<file path="src/rtl/stall_controller_pkg.sv">
// Shared types and encodings for the pipeline stall controller.
// Holds the FPU wait FSM state enum, dispatch-unit encodings,
// the load result-select code and datapath widths.
package stall_controller_pkg;

  localparam int unsigned REG_ADDR_W   = 5;
  localparam int unsigned RESULT_SRC_W = 3;
  localparam int unsigned DU_W         = 4;
  localparam int unsigned PERF_CNT_W   = 32;

  localparam logic [DU_W-1:0] DU_ALU      = 4'b0000;
  localparam logic [DU_W-1:0] DU_FAST_FPU = 4'b0001;
  localparam logic [DU_W-1:0] DU_SLOW_FPU = 4'b0010;
  localparam logic [DU_W-1:0] DU_MEM      = 4'b0011;

  localparam logic [RESULT_SRC_W-1:0] RESULT_SRC_LOAD = 3'b001;

  typedef enum logic [1:0] {
    FPU_IDLE      = 2'd0,
    FPU_FAST_BUSY = 2'd1,
    FPU_SLOW_BUSY = 2'd2,
    FPU_DONE      = 2'd3
  } fpu_state_e;

endpackage

</file>
<file path="src/rtl/stall_controller_if.sv">
// Hazard/stall signal bundle between the pipeline and the stall controller.
// master: pipeline side (drives hazard sources, receives stall/flush).
// slave : stall controller side.
interface stall_controller_if;
  import stall_controller_pkg::*;

  logic [REG_ADDR_W-1:0]   rs1_d;
  logic [REG_ADDR_W-1:0]   rs2_d;
  logic [REG_ADDR_W-1:0]   rd_e;
  logic [RESULT_SRC_W-1:0] result_src_e;
  logic                    reg_write_e;
  logic                    pc_src_e;
  logic [DU_W-1:0]         dispatch_unit_e;
  logic                    mem_read_m;
  logic                    mem_write_m;
  logic                    cache_data_valid;
  logic                    in_stall;
  logic                    out_stall;
  logic                    fast_fpu_valid;
  logic                    slow_fpu_valid;

  logic stall_f, stall_d, flush_d, stall_e, flush_e, stall_m, flush_m, stall_w;
  logic lw_stall, cache_stall, fast_fpu_en_pulse, slow_fpu_en_pulse;

  modport master (
    output rs1_d, rs2_d, rd_e, result_src_e, reg_write_e, pc_src_e, dispatch_unit_e,
           mem_read_m, mem_write_m, cache_data_valid, in_stall, out_stall,
           fast_fpu_valid, slow_fpu_valid,
    input  stall_f, stall_d, flush_d, stall_e, flush_e, stall_m, flush_m, stall_w,
           lw_stall, cache_stall, fast_fpu_en_pulse, slow_fpu_en_pulse
  );

  modport slave (
    input  rs1_d, rs2_d, rd_e, result_src_e, reg_write_e, pc_src_e, dispatch_unit_e,
           mem_read_m, mem_write_m, cache_data_valid, in_stall, out_stall,
           fast_fpu_valid, slow_fpu_valid,
    output stall_f, stall_d, flush_d, stall_e, flush_e, stall_m, flush_m, stall_w,
           lw_stall, cache_stall, fast_fpu_en_pulse, slow_fpu_en_pulse
  );

endinterface

</file>
<file path="src/rtl/stall_controller_fpu_wait_fsm.sv">
// FPU wait FSM: tracks an FPU instruction held in E until its result strobe.
// Ports: clk, rst (async active-high), dispatch_unit_e, mem_hold,
//        fast/slow_fpu_valid in; fpu_stall, fast/slow_fpu_en_pulse out.
// The enable pulse is issued in the IDLE cycle the FPU op is seen in E.
module fpu_wait_fsm
  import stall_controller_pkg::*;
(
  input  logic            clk,
  input  logic            rst,
  input  logic [DU_W-1:0] dispatch_unit_e,
  input  logic            mem_hold,
  input  logic            fast_fpu_valid,
  input  logic            slow_fpu_valid,
  output logic            fpu_stall,
  output logic            fast_fpu_en_pulse,
  output logic            slow_fpu_en_pulse
);

  fpu_state_e state_q, state_d;

  // State register
  always_ff @(posedge clk or posedge rst) begin
    if (rst) state_q <= FPU_IDLE;
    else     state_q <= state_d;
  end

  // Next state; a valid seen while busy is latched into DONE even under mem_hold
  always_comb begin
    state_d = state_q;
    case (state_q)
      FPU_IDLE: begin
        if (!mem_hold) begin
          if (dispatch_unit_e == DU_FAST_FPU)      state_d = FPU_FAST_BUSY;
          else if (dispatch_unit_e == DU_SLOW_FPU) state_d = FPU_SLOW_BUSY;
        end
      end
      FPU_FAST_BUSY: if (fast_fpu_valid) state_d = FPU_DONE;
      FPU_SLOW_BUSY: if (slow_fpu_valid) state_d = FPU_DONE;
      FPU_DONE:      if (!mem_hold)      state_d = FPU_IDLE;
      default:       state_d = FPU_IDLE;
    endcase
  end

  // Outputs: pulses only on the accepting IDLE cycle, suppressed during reset
  always_comb begin
    fast_fpu_en_pulse = 1'b0;
    slow_fpu_en_pulse = 1'b0;
    fpu_stall         = 1'b0;
    if (!mem_hold) begin
      case (state_q)
        FPU_IDLE: begin
          fast_fpu_en_pulse = (dispatch_unit_e == DU_FAST_FPU) && !rst;
          slow_fpu_en_pulse = (dispatch_unit_e == DU_SLOW_FPU) && !rst;
          fpu_stall = (dispatch_unit_e == DU_FAST_FPU) || (dispatch_unit_e == DU_SLOW_FPU);
        end
        FPU_FAST_BUSY, FPU_SLOW_BUSY: fpu_stall = 1'b1;
        default: fpu_stall = 1'b0;
      endcase
    end
  end

endmodule

</file>
<file path="src/rtl/stall_controller.sv">
// Pipeline stall/flush controller: resolves memory hold, FPU wait,
// taken-branch flush and load-use hazards by fixed priority.
// Ports: clk, rst (async active-high), bus (stall_controller_if.slave).
// Optional STALL_CONTROLLER_PERF_CNT_EN adds saturating perf counters
// perf_mem_stall_cnt / perf_fpu_stall_cnt / perf_lw_stall_cnt.
module stall_controller
  import stall_controller_pkg::*;
(
  input  logic                  clk,
  input  logic                  rst,
  stall_controller_if.slave     bus
`ifdef STALL_CONTROLLER_PERF_CNT_EN
  ,
  output logic [PERF_CNT_W-1:0] perf_mem_stall_cnt,
  output logic [PERF_CNT_W-1:0] perf_fpu_stall_cnt,
  output logic [PERF_CNT_W-1:0] perf_lw_stall_cnt
`endif
);

  logic cache_stall_c, mem_hold_c, lw_hit_c, fpu_stall_c;

  assign cache_stall_c = (bus.mem_read_m | bus.mem_write_m) & ~bus.cache_data_valid;
  assign mem_hold_c    = cache_stall_c | bus.in_stall | bus.out_stall;
  assign lw_hit_c      = bus.reg_write_e & (bus.result_src_e == RESULT_SRC_LOAD) &
                         (bus.rd_e != '0) &
                         ((bus.rd_e == bus.rs1_d) | (bus.rd_e == bus.rs2_d));

  assign bus.cache_stall = cache_stall_c;
  assign bus.lw_stall    = lw_hit_c;

  fpu_wait_fsm u_fpu_wait_fsm (
    .clk               (clk),
    .rst               (rst),
    .dispatch_unit_e   (bus.dispatch_unit_e),
    .mem_hold          (mem_hold_c),
    .fast_fpu_valid    (bus.fast_fpu_valid),
    .slow_fpu_valid    (bus.slow_fpu_valid),
    .fpu_stall         (fpu_stall_c),
    .fast_fpu_en_pulse (bus.fast_fpu_en_pulse),
    .slow_fpu_en_pulse (bus.slow_fpu_en_pulse)
  );

  // Priority: mem_hold > FPU wait > branch flush > load-use
  always_comb begin
    bus.stall_f = 1'b0;
    bus.stall_d = 1'b0;
    bus.flush_d = 1'b0;
    bus.stall_e = 1'b0;
    bus.flush_e = 1'b0;
    bus.stall_m = 1'b0;
    bus.flush_m = 1'b0;
    bus.stall_w = 1'b0;
    if (mem_hold_c) begin
      bus.stall_f = 1'b1;
      bus.stall_d = 1'b1;
      bus.stall_e = 1'b1;
      bus.stall_m = 1'b1;
      bus.stall_w = 1'b1;
    end else if (fpu_stall_c) begin
      bus.stall_f = 1'b1;
      bus.stall_d = 1'b1;
      bus.stall_e = 1'b1;
      bus.flush_m = 1'b1;
    end else if (bus.pc_src_e) begin
      bus.flush_d = 1'b1;
      bus.flush_e = 1'b1;
    end else if (lw_hit_c) begin
      bus.stall_f = 1'b1;
      bus.stall_d = 1'b1;
      bus.flush_e = 1'b1;
    end
  end

`ifdef STALL_CONTROLLER_PERF_CNT_EN
  logic [PERF_CNT_W-1:0] mem_cnt_q, mem_cnt_d;
  logic [PERF_CNT_W-1:0] fpu_cnt_q, fpu_cnt_d;
  logic [PERF_CNT_W-1:0] lw_cnt_q,  lw_cnt_d;
  logic                  lw_win_c;

  assign lw_win_c = lw_hit_c & ~mem_hold_c & ~fpu_stall_c & ~bus.pc_src_e;

  // Saturating increment for whichever cause wins this cycle
  always_comb begin
    mem_cnt_d = mem_cnt_q;
    fpu_cnt_d = fpu_cnt_q;
    lw_cnt_d  = lw_cnt_q;
    if (mem_hold_c && (mem_cnt_q != '1))  mem_cnt_d = mem_cnt_q + PERF_CNT_W'(1);
    if (fpu_stall_c && !mem_hold_c && (fpu_cnt_q != '1)) fpu_cnt_d = fpu_cnt_q + PERF_CNT_W'(1);
    if (lw_win_c && (lw_cnt_q != '1))     lw_cnt_d  = lw_cnt_q + PERF_CNT_W'(1);
  end

  always_ff @(posedge clk or posedge rst) begin
    if (rst) begin
      mem_cnt_q <= '0;
      fpu_cnt_q <= '0;
      lw_cnt_q  <= '0;
    end else begin
      mem_cnt_q <= mem_cnt_d;
      fpu_cnt_q <= fpu_cnt_d;
      lw_cnt_q  <= lw_cnt_d;
    end
  end

  assign perf_mem_stall_cnt = mem_cnt_q;
  assign perf_fpu_stall_cnt = fpu_cnt_q;
  assign perf_lw_stall_cnt  = lw_cnt_q;
`endif

endmodule

</file>
<file path="src/flat_wrapper.sv">
// flat-port wrapper written by rule: the top's interface ports become plain ports
module stall_controller_flat import stall_controller_pkg::*;
  (clk, rst, bus_rs1_d, bus_rs2_d, bus_rd_e, bus_result_src_e, bus_reg_write_e, bus_pc_src_e, bus_dispatch_unit_e, bus_mem_read_m, bus_mem_write_m, bus_cache_data_valid, bus_in_stall, bus_out_stall, bus_fast_fpu_valid, bus_slow_fpu_valid, bus_stall_f, bus_stall_d, bus_flush_d, bus_stall_e, bus_flush_e, bus_stall_m, bus_flush_m, bus_stall_w, bus_lw_stall, bus_cache_stall, bus_fast_fpu_en_pulse, bus_slow_fpu_en_pulse);
  stall_controller_if bus_i ();
  input  logic clk;
  input  logic rst;
  input wire logic [$bits(bus_i.rs1_d)-1:0] bus_rs1_d;
  input wire logic [$bits(bus_i.rs2_d)-1:0] bus_rs2_d;
  input wire logic [$bits(bus_i.rd_e)-1:0] bus_rd_e;
  input wire logic [$bits(bus_i.result_src_e)-1:0] bus_result_src_e;
  input wire logic [$bits(bus_i.reg_write_e)-1:0] bus_reg_write_e;
  input wire logic [$bits(bus_i.pc_src_e)-1:0] bus_pc_src_e;
  input wire logic [$bits(bus_i.dispatch_unit_e)-1:0] bus_dispatch_unit_e;
  input wire logic [$bits(bus_i.mem_read_m)-1:0] bus_mem_read_m;
  input wire logic [$bits(bus_i.mem_write_m)-1:0] bus_mem_write_m;
  input wire logic [$bits(bus_i.cache_data_valid)-1:0] bus_cache_data_valid;
  input wire logic [$bits(bus_i.in_stall)-1:0] bus_in_stall;
  input wire logic [$bits(bus_i.out_stall)-1:0] bus_out_stall;
  input wire logic [$bits(bus_i.fast_fpu_valid)-1:0] bus_fast_fpu_valid;
  input wire logic [$bits(bus_i.slow_fpu_valid)-1:0] bus_slow_fpu_valid;
  output wire logic [$bits(bus_i.stall_f)-1:0] bus_stall_f;
  output wire logic [$bits(bus_i.stall_d)-1:0] bus_stall_d;
  output wire logic [$bits(bus_i.flush_d)-1:0] bus_flush_d;
  output wire logic [$bits(bus_i.stall_e)-1:0] bus_stall_e;
  output wire logic [$bits(bus_i.flush_e)-1:0] bus_flush_e;
  output wire logic [$bits(bus_i.stall_m)-1:0] bus_stall_m;
  output wire logic [$bits(bus_i.flush_m)-1:0] bus_flush_m;
  output wire logic [$bits(bus_i.stall_w)-1:0] bus_stall_w;
  output wire logic [$bits(bus_i.lw_stall)-1:0] bus_lw_stall;
  output wire logic [$bits(bus_i.cache_stall)-1:0] bus_cache_stall;
  output wire logic [$bits(bus_i.fast_fpu_en_pulse)-1:0] bus_fast_fpu_en_pulse;
  output wire logic [$bits(bus_i.slow_fpu_en_pulse)-1:0] bus_slow_fpu_en_pulse;
  assign bus_i.rs1_d = bus_rs1_d;
  assign bus_i.rs2_d = bus_rs2_d;
  assign bus_i.rd_e = bus_rd_e;
  assign bus_i.result_src_e = bus_result_src_e;
  assign bus_i.reg_write_e = bus_reg_write_e;
  assign bus_i.pc_src_e = bus_pc_src_e;
  assign bus_i.dispatch_unit_e = bus_dispatch_unit_e;
  assign bus_i.mem_read_m = bus_mem_read_m;
  assign bus_i.mem_write_m = bus_mem_write_m;
  assign bus_i.cache_data_valid = bus_cache_data_valid;
  assign bus_i.in_stall = bus_in_stall;
  assign bus_i.out_stall = bus_out_stall;
  assign bus_i.fast_fpu_valid = bus_fast_fpu_valid;
  assign bus_i.slow_fpu_valid = bus_slow_fpu_valid;
  assign bus_stall_f = bus_i.stall_f;
  assign bus_stall_d = bus_i.stall_d;
  assign bus_flush_d = bus_i.flush_d;
  assign bus_stall_e = bus_i.stall_e;
  assign bus_flush_e = bus_i.flush_e;
  assign bus_stall_m = bus_i.stall_m;
  assign bus_flush_m = bus_i.flush_m;
  assign bus_stall_w = bus_i.stall_w;
  assign bus_lw_stall = bus_i.lw_stall;
  assign bus_cache_stall = bus_i.cache_stall;
  assign bus_fast_fpu_en_pulse = bus_i.fast_fpu_en_pulse;
  assign bus_slow_fpu_en_pulse = bus_i.slow_fpu_en_pulse;
  stall_controller u_core (.clk(clk), .rst(rst), .bus(bus_i));
endmodule
</file>
<file path="config.mk">
export PLATFORM = sky130hd
export DESIGN_NAME = stall_controller_flat
export DESIGN_NICKNAME = d
export VERILOG_FILES = /design/src/rtl/stall_controller_pkg.sv /design/src/rtl/stall_controller_if.sv /design/src/rtl/stall_controller_fpu_wait_fsm.sv /design/src/rtl/stall_controller.sv /design/src/flat_wrapper.sv
export SDC_FILE = /design/constraint.sdc
export NUM_CORES = 1
export LEC_CHECK = 0
export CORE_MARGIN = 3
export CORE_UTILIZATION = 28
export DETAILED_ROUTE_END_ITERATION = 8
export GPL_TIMING_DRIVEN = 0
export HOLD_SLACK_MARGIN = 0.15
export PLACE_DENSITY_LB_ADDON = 0.15
export SYNTH_ARGS = -nofsm -noshare
export SYNTH_HDL_FRONTEND = slang
export SYNTH_HIERARCHICAL = 1
export SYNTH_SLANG_ARGS = --single-unit
export TNS_END_PERCENT = 50
</file>
<file path="constraint.sdc">
create_clock -name clk -period 3.22 [get_ports clk]
set_clock_uncertainty 0.15 [all_clocks]
set_input_delay 0.966 -clock clk [delete_from_list [all_inputs] [get_ports clk]]
set_output_delay 0.966 -clock clk [all_outputs]
set_load 0.03 [all_outputs]
</file>
**After elaboration in Yosys (flattened, before gate mapping)**

Index checks and enable logic that the tools add are counted.

- Output and inout port bits: 12
- Input port bits: 33
- Register bits: 2
- Word-level logic and storage cells: 58

- Reductions and logical operators: 8
- Bitwise gates (word level): 9
- Muxes and demuxes: 27
- Equal/unequal tests: 13

Operator list:

| kind | count |
|---|---|
| $mux 1 | 19 |
| $mux 2 | 6 |
| $eq 5x5->1 | 2 |
| $ne 2x2->1 const B | 4 |
| $pmux 2 s4 | 1 |
| $reduce_and 5->1 | 1 |
| $reduce_bool 5->1 | 1 |
| $and 1x1->1 | 4 |
| $eq 2x2->1 const B | 2 |
| $eq 4x1->1 const B | 1 |
| $eq 4x2->1 const B | 1 |
| $or 1x1->1 | 4 |
| $eq 3x1->1 const B | 1 |
| $ne 3x3->1 const B | 1 |
| $eq 2x1->1 const B | 1 |
| $logic_and 1x1->1 | 2 |
| $logic_not 2->1 | 1 |
| $pmux 1 s2 | 1 |
| $reduce_or 2->1 | 1 |
| $logic_not 1->1 | 1 |
| $logic_or 1x1->1 | 1 |
| $not 1->1 | 1 |

**Logic depth before layout (Yosys ltp)**

- Depth in word-level cells: 8
- Depth in mapped cells: 7
- Depth with buffers taken out: 7

**By module**

Netlist, hierarchy kept.

Modules (own cells, without submodules):

| module | area each (um2) | sequential area each (um2) | cells each | instances |
|---|---|---|---|---|
| fpu_wait_fsm | 284.0 | 50.0 | 34 | 1 |
| stall_controller | 232.7 | 0.0 | 31 | 1 |

**Worst setup path before layout**

Ideal clock, no wire load.

- Path kind: in2out
- Start: in bus_cache_data_valid
- End: out bus_flush_e
- Path slack: -1.080 ns
- Path buffers: 0
- Data required time: 2.104 ns
- Cell stages on the path: 6
- Data arrival time: 3.184 ns
- Cell sequence: o21ba_2 or3_1 nor3_1 nor4_4 inv_1 o31ai_1

- Longest elaborated chain between the ends: 7

Ends and longest elaborated chain:

| what | line | source |
|---|---|---|
| start, declared | flat_wrapper.sv:16 | `input wire logic [$bits(bus_i.cache_data_valid)-1:0] bus_cache_data_valid;` |
| $not 1->1 | stall_controller.sv:22 | `assign cache_stall_c = (bus.mem_read_m \| bus.mem_write_m) & ~bus.cache_data_valid;` |
| $and 1x1->1 | stall_controller.sv:22 |  |
| $or 1x1->1 (2 in a row) | stall_controller.sv:23 | `assign mem_hold_c = cache_stall_c \| bus.in_stall \| bus.out_stall;` |
| $mux 1 | stall_controller_fpu_wait_fsm.sv:49 | `if (!mem_hold) begin` |
| named net u_core.fpu_stall_c | stall_controller.sv:20 | `logic cache_stall_c, mem_hold_c, lw_hit_c, fpu_stall_c;` |
| $mux 1 | stall_controller.sv:59 | `end else if (fpu_stall_c) begin` |
| $mux 1 | stall_controller.sv:53 | `if (mem_hold_c) begin` |
| end, declared | flat_wrapper.sv:25 | `output wire logic [$bits(bus_i.flush_e)-1:0] bus_flush_e;` |

The timed path passes the listed nets, and every way through them passes these cells.

**Worst setup path in the final report**

- Start: in bus_mem_read_m
- End: out bus_stall_f

- Longest elaborated chain between the ends: 7

Ends and longest elaborated chain:

| what | line | source |
|---|---|---|
| start, declared | flat_wrapper.sv:14 | `input wire logic [$bits(bus_i.mem_read_m)-1:0] bus_mem_read_m;` |
| $or 1x1->1 | stall_controller.sv:22 |  |
| $and 1x1->1 | stall_controller.sv:22 |  |
| $or 1x1->1 (2 in a row) | stall_controller.sv:23 |  |
| $mux 1 | stall_controller_fpu_wait_fsm.sv:49 |  |
| named net u_core.fpu_stall_c | stall_controller.sv:20 |  |
| $mux 1 | stall_controller.sv:59 |  |
| $mux 1 | stall_controller.sv:53 |  |
| end, declared | flat_wrapper.sv:21 | `output wire logic [$bits(bus_i.stall_f)-1:0] bus_stall_f;` |

The timed path passes the listed nets, and every way through them passes these cells.

==> results.md <==
* Worst-case clock buffer depth at 2
* Rows at 14
* Initial Util at roughly 32%
* Cell taking the most area after synthesis: xor2_1
* Final worst path period need at 3.40 ns
* Syn avg cell area at around 8 um2
* Initial antenna violation count at 0
* CP Max Fanout at 5
* Hold buffers post-CTS at 0
* Max reg flops at 2
* Adder-Cell Fraction of Synth Area at about 15%
* Clock sinks at 2
* Peak Freq at roughly 0.29 GHz
* Synthesized cell area at between 500 and 600 um2
* I/O pin count at 45
* Synth warn at 6
* DR iter-0 viols at 9
* Total core area at ~1600 um2
* Slew @ Worst Pin at about 0.37 ns
* Area share of the largest cell type after synthesis at about 17%
* Max VDD drop at ~0.41 mV
* Vias per cell at 4.54
* Cells after synthesis at 65
* Xor/xnor cell area share of the yosys netlist at approximately a fifth
* WL/cell at about 12 um
* Critical path arrival at around 2.3 ns
* CP Cell Sequence: buf_6 > o21ba_4 > or3_4 > nor3_4 > nor4_4 > o31ai_4 > buf_4 > buf_6
* Clk pin slew, worst setup/hold paths at ~0.030 ns
* H-tree Lvls at 1
* Share of layout cells above drive strength 1 at about 50%
* Maxcap violations at 0
* Most frequent CP cell: buf_6
* Critical Path RT at between 2 and 2.5 ns
* Gr ovfl total at 0
* Via count at 645
* Drt total wl at 1690 um
* Synth Area in Simple Gates at a little over a quarter
* Outcome: complete, but fails checks
* Die Wd at between 40 and 50 um
* Sequential area share after synthesis at about 9.7%
* GRT Util Overall at around 16%
* First drt pass iteration count at 4
* Mux contribution to synthesized area at a little under 5%
* Final setup margin at -0.175 ns
* Max-slew violation count at 0
* Crit share post-route at 105%
* Largest net degree at the start of global routing at 6
* Number of synthesized register bits at 2
* Slew HR at 74.9%
* Compound-Gate Fraction of Synth Area at 16.0%
* Lkg Pwr at around 0.53 nW
* Largest regs: u_core/u_fpu_wait_fsm/state_q: 2 flops
* Syn Nets at about 100
* Diodes inserted at 0
* Worst-Skew Late Latency at roughly 0.22 ns
* Setup-failing EPs final at 7
* # DRC at 0
* GP Congestion at ~0.66
* Number of distinct library cells after synthesis at 27
* Global-route wire length before repair at 3030 um
* CTS buffer count at 3
* Height of the die at slightly below 50 um
* Final net count at around 160
* Hold Vio Cnt, Final at 0
* Setup CP Type: in -> out
* RSZ-0062 raised after global routing: true
* Top cells by area, synth: xor2_1 (17%), ha_1 (15%), dfrtp_1 (9.7%)
* # placed instances at between 100 and 150
* Full die area at ~2400 um2
* Setup crit start kind: input port
* CP max stage delay at between 0.3 and 0.4 ns
* Layout Cells excl Fill at between 100 and 150
* Post-DP HPWL at 1350 um
* Total chip power at ~0.41 mW
* Routed Antenna Nets at 0
* TritonCTS clock tree: yes
* Vias in the first global route at slightly above 700
* Failing checks: setup timing
* Top reg by flops: u_core/u_fpu_wait_fsm/state_q
* Buffers on Ports at between 40 and 50
* Pwr dens at 350 nW/um2
* Largest family of logic cells by synthesized area: simple AND/OR/NAND/NOR gates
* Hold Path Class: reg -> reg
* Synthesis-to-layout area growth at 124%
* Crit end category: primary output
* Slowest stage cell, crit path: or3_4
* Root buf cell: clkbuf_4
[worst paths after layout]
kind / startpoint / end / slack (ns) / cells after the start
worst max-delay path: bus_mem_read_m / bus_stall_f / -0.18 / 8
worst min-delay path: u_core/u_fpu_wait_fsm/state_q[0] / u_core/u_fpu_wait_fsm/state_q[0] / 0.48 / 1
worst max register to register: u_core/u_fpu_wait_fsm/state_q[0] / u_core/u_fpu_wait_fsm/state_q[0] / 1.46 / 5
worst min register to register: u_core/u_fpu_wait_fsm/state_q[0] / u_core/u_fpu_wait_fsm/state_q[0] / 0.48 / 1
max in group asynchronous: rst / u_core/u_fpu_wait_fsm/state_q[0] / 1.99 / 2
min in group asynchronous: rst / u_core/u_fpu_wait_fsm/state_q[1] / 0.81 / 2
[where the power goes]
part / internal, mW / switching, mW
clock: 0.0410 / 0.0125
combinational: 0.146 / 0.150
sequential: 0.0397 / 0.0165
[routing by layer]
| metal | wire length [um] | vias to the layer above | part of all wire (%) | GRT usage (%) |
|---|---|---|---|---|
| met2 | 952 | 24 | 56 | 31.2 |
| met1 | 623 | 292 | 37 | 15.6 |
| met5 | 0 | - | 0 | 0 |
| met4 | 0 | 0 | 0 | 4.27 |
| li1 | - | 329 | - | - |
| met3 | 117 | 0 | 6.9 | 4.59 |
[worst max-delay path, delay by kind of cell]
| family | cells | cell delay (ns) |
|---|---|---|
| AOI/OAI and AO/OA | 2 | 0.27 |
| buffers and inverters | 3 | 0.35 |
| and+or+nand+nor | 3 | 0.69 |
[cells by family after synthesis]
logic type      after synthesis
compound gates               10
xor+xnor                     11
fa+ha+maj                     6
buf+inv                      11
flops                         2
mux                           2
simple gates                 23
[per-stage QoR]
| step | TNS, ns | cell area (um2) | hold slack [ns] | worst slack [ns] | util [%] |
|---|---|---|---|---|---|
| after floorplan | -1.86 | 573 | 0.416 | -0.361 | - |
| after global placement | -10.89 | 1040 | 0.444 | -1.26 | 64.8 |
| after detailed placement | -11.19 | 1040 | 0.473 | -1.27 | 64.8 |
| after CTS | -1.03 | 1150 | 0.480 | -0.174 | 71.2 |
| after global routing | -1.49 | 1160 | 0.495 | -0.247 | 71.9 |
| final | -1.01 | 1160 | 0.475 | -0.175 | 71.9 |
[area by class of cell]
| class | instances | area [um2] |
|---|---|---|
| Clock buffer | 3 | 22.5 |
| Multi-Input combinational cell | 52 | 558 |
| Buffer | 2 | 15.0 |
| Inverter | 9 | 33.8 |
| Sequential cell | 2 | 50.0 |
| Fill cell | 139 | 453 |
| Tap cell | 24 | 30.0 |
| Timing Repair Buffer | 50 | 449 |
[synth_stat cells]
master,count
xor2_1,10
inv_1,9
nor2_1,7
ha_1,6
nand2_1,4
nor3_1,4
buf_4,2
dfrtp_1,2
o21ai_0,2
o31ai_1,2
a21oi_1,1
a222oi_1,1
a22oi_1,1
and2b_2,1
mux2_4,1
mux2i_1,1
nand3_1,1
nor4_1,1
nor4_4,1
nor4bb_1,1
o21ai_2,1
o21ba_2,1
o41ai_2,1
or2b_2,1
or3_1,1
or4_4,1
xnor2_1,1
[cell usage in the layout (no fill, tap or decap), types with 2 or more instances in the layout]
cell type,Yosys,final
buf_2,0,6
buf_4,2,11
buf_6,0,8
clkbuf_4,0,3
clkdlybuf4s15_1,0,2
clkdlybuf4s15_2,0,4
clkdlybuf4s50_1,0,5
dfrtp_1,2,2
dlygate4sd2_1,0,15
ha_1,6,6
inv_1,9,7
inv_2,0,2
nand2_1,4,2
nand2_2,0,2
nor2_1,7,5
nor2_2,0,2
nor3_2,0,3
nor4_4,1,2
o21ai_0,2,2
o31ai_4,0,2
xor2_1,10,10
[what timing repair did]
action | in CTS | in global routing
setup buffers | 6 | 0
pin swaps | 21 | 2
resized for setup | 139 | 5
endpoints found under the setup margin | 12 | 9
Power figures use the tool's default switching activity.
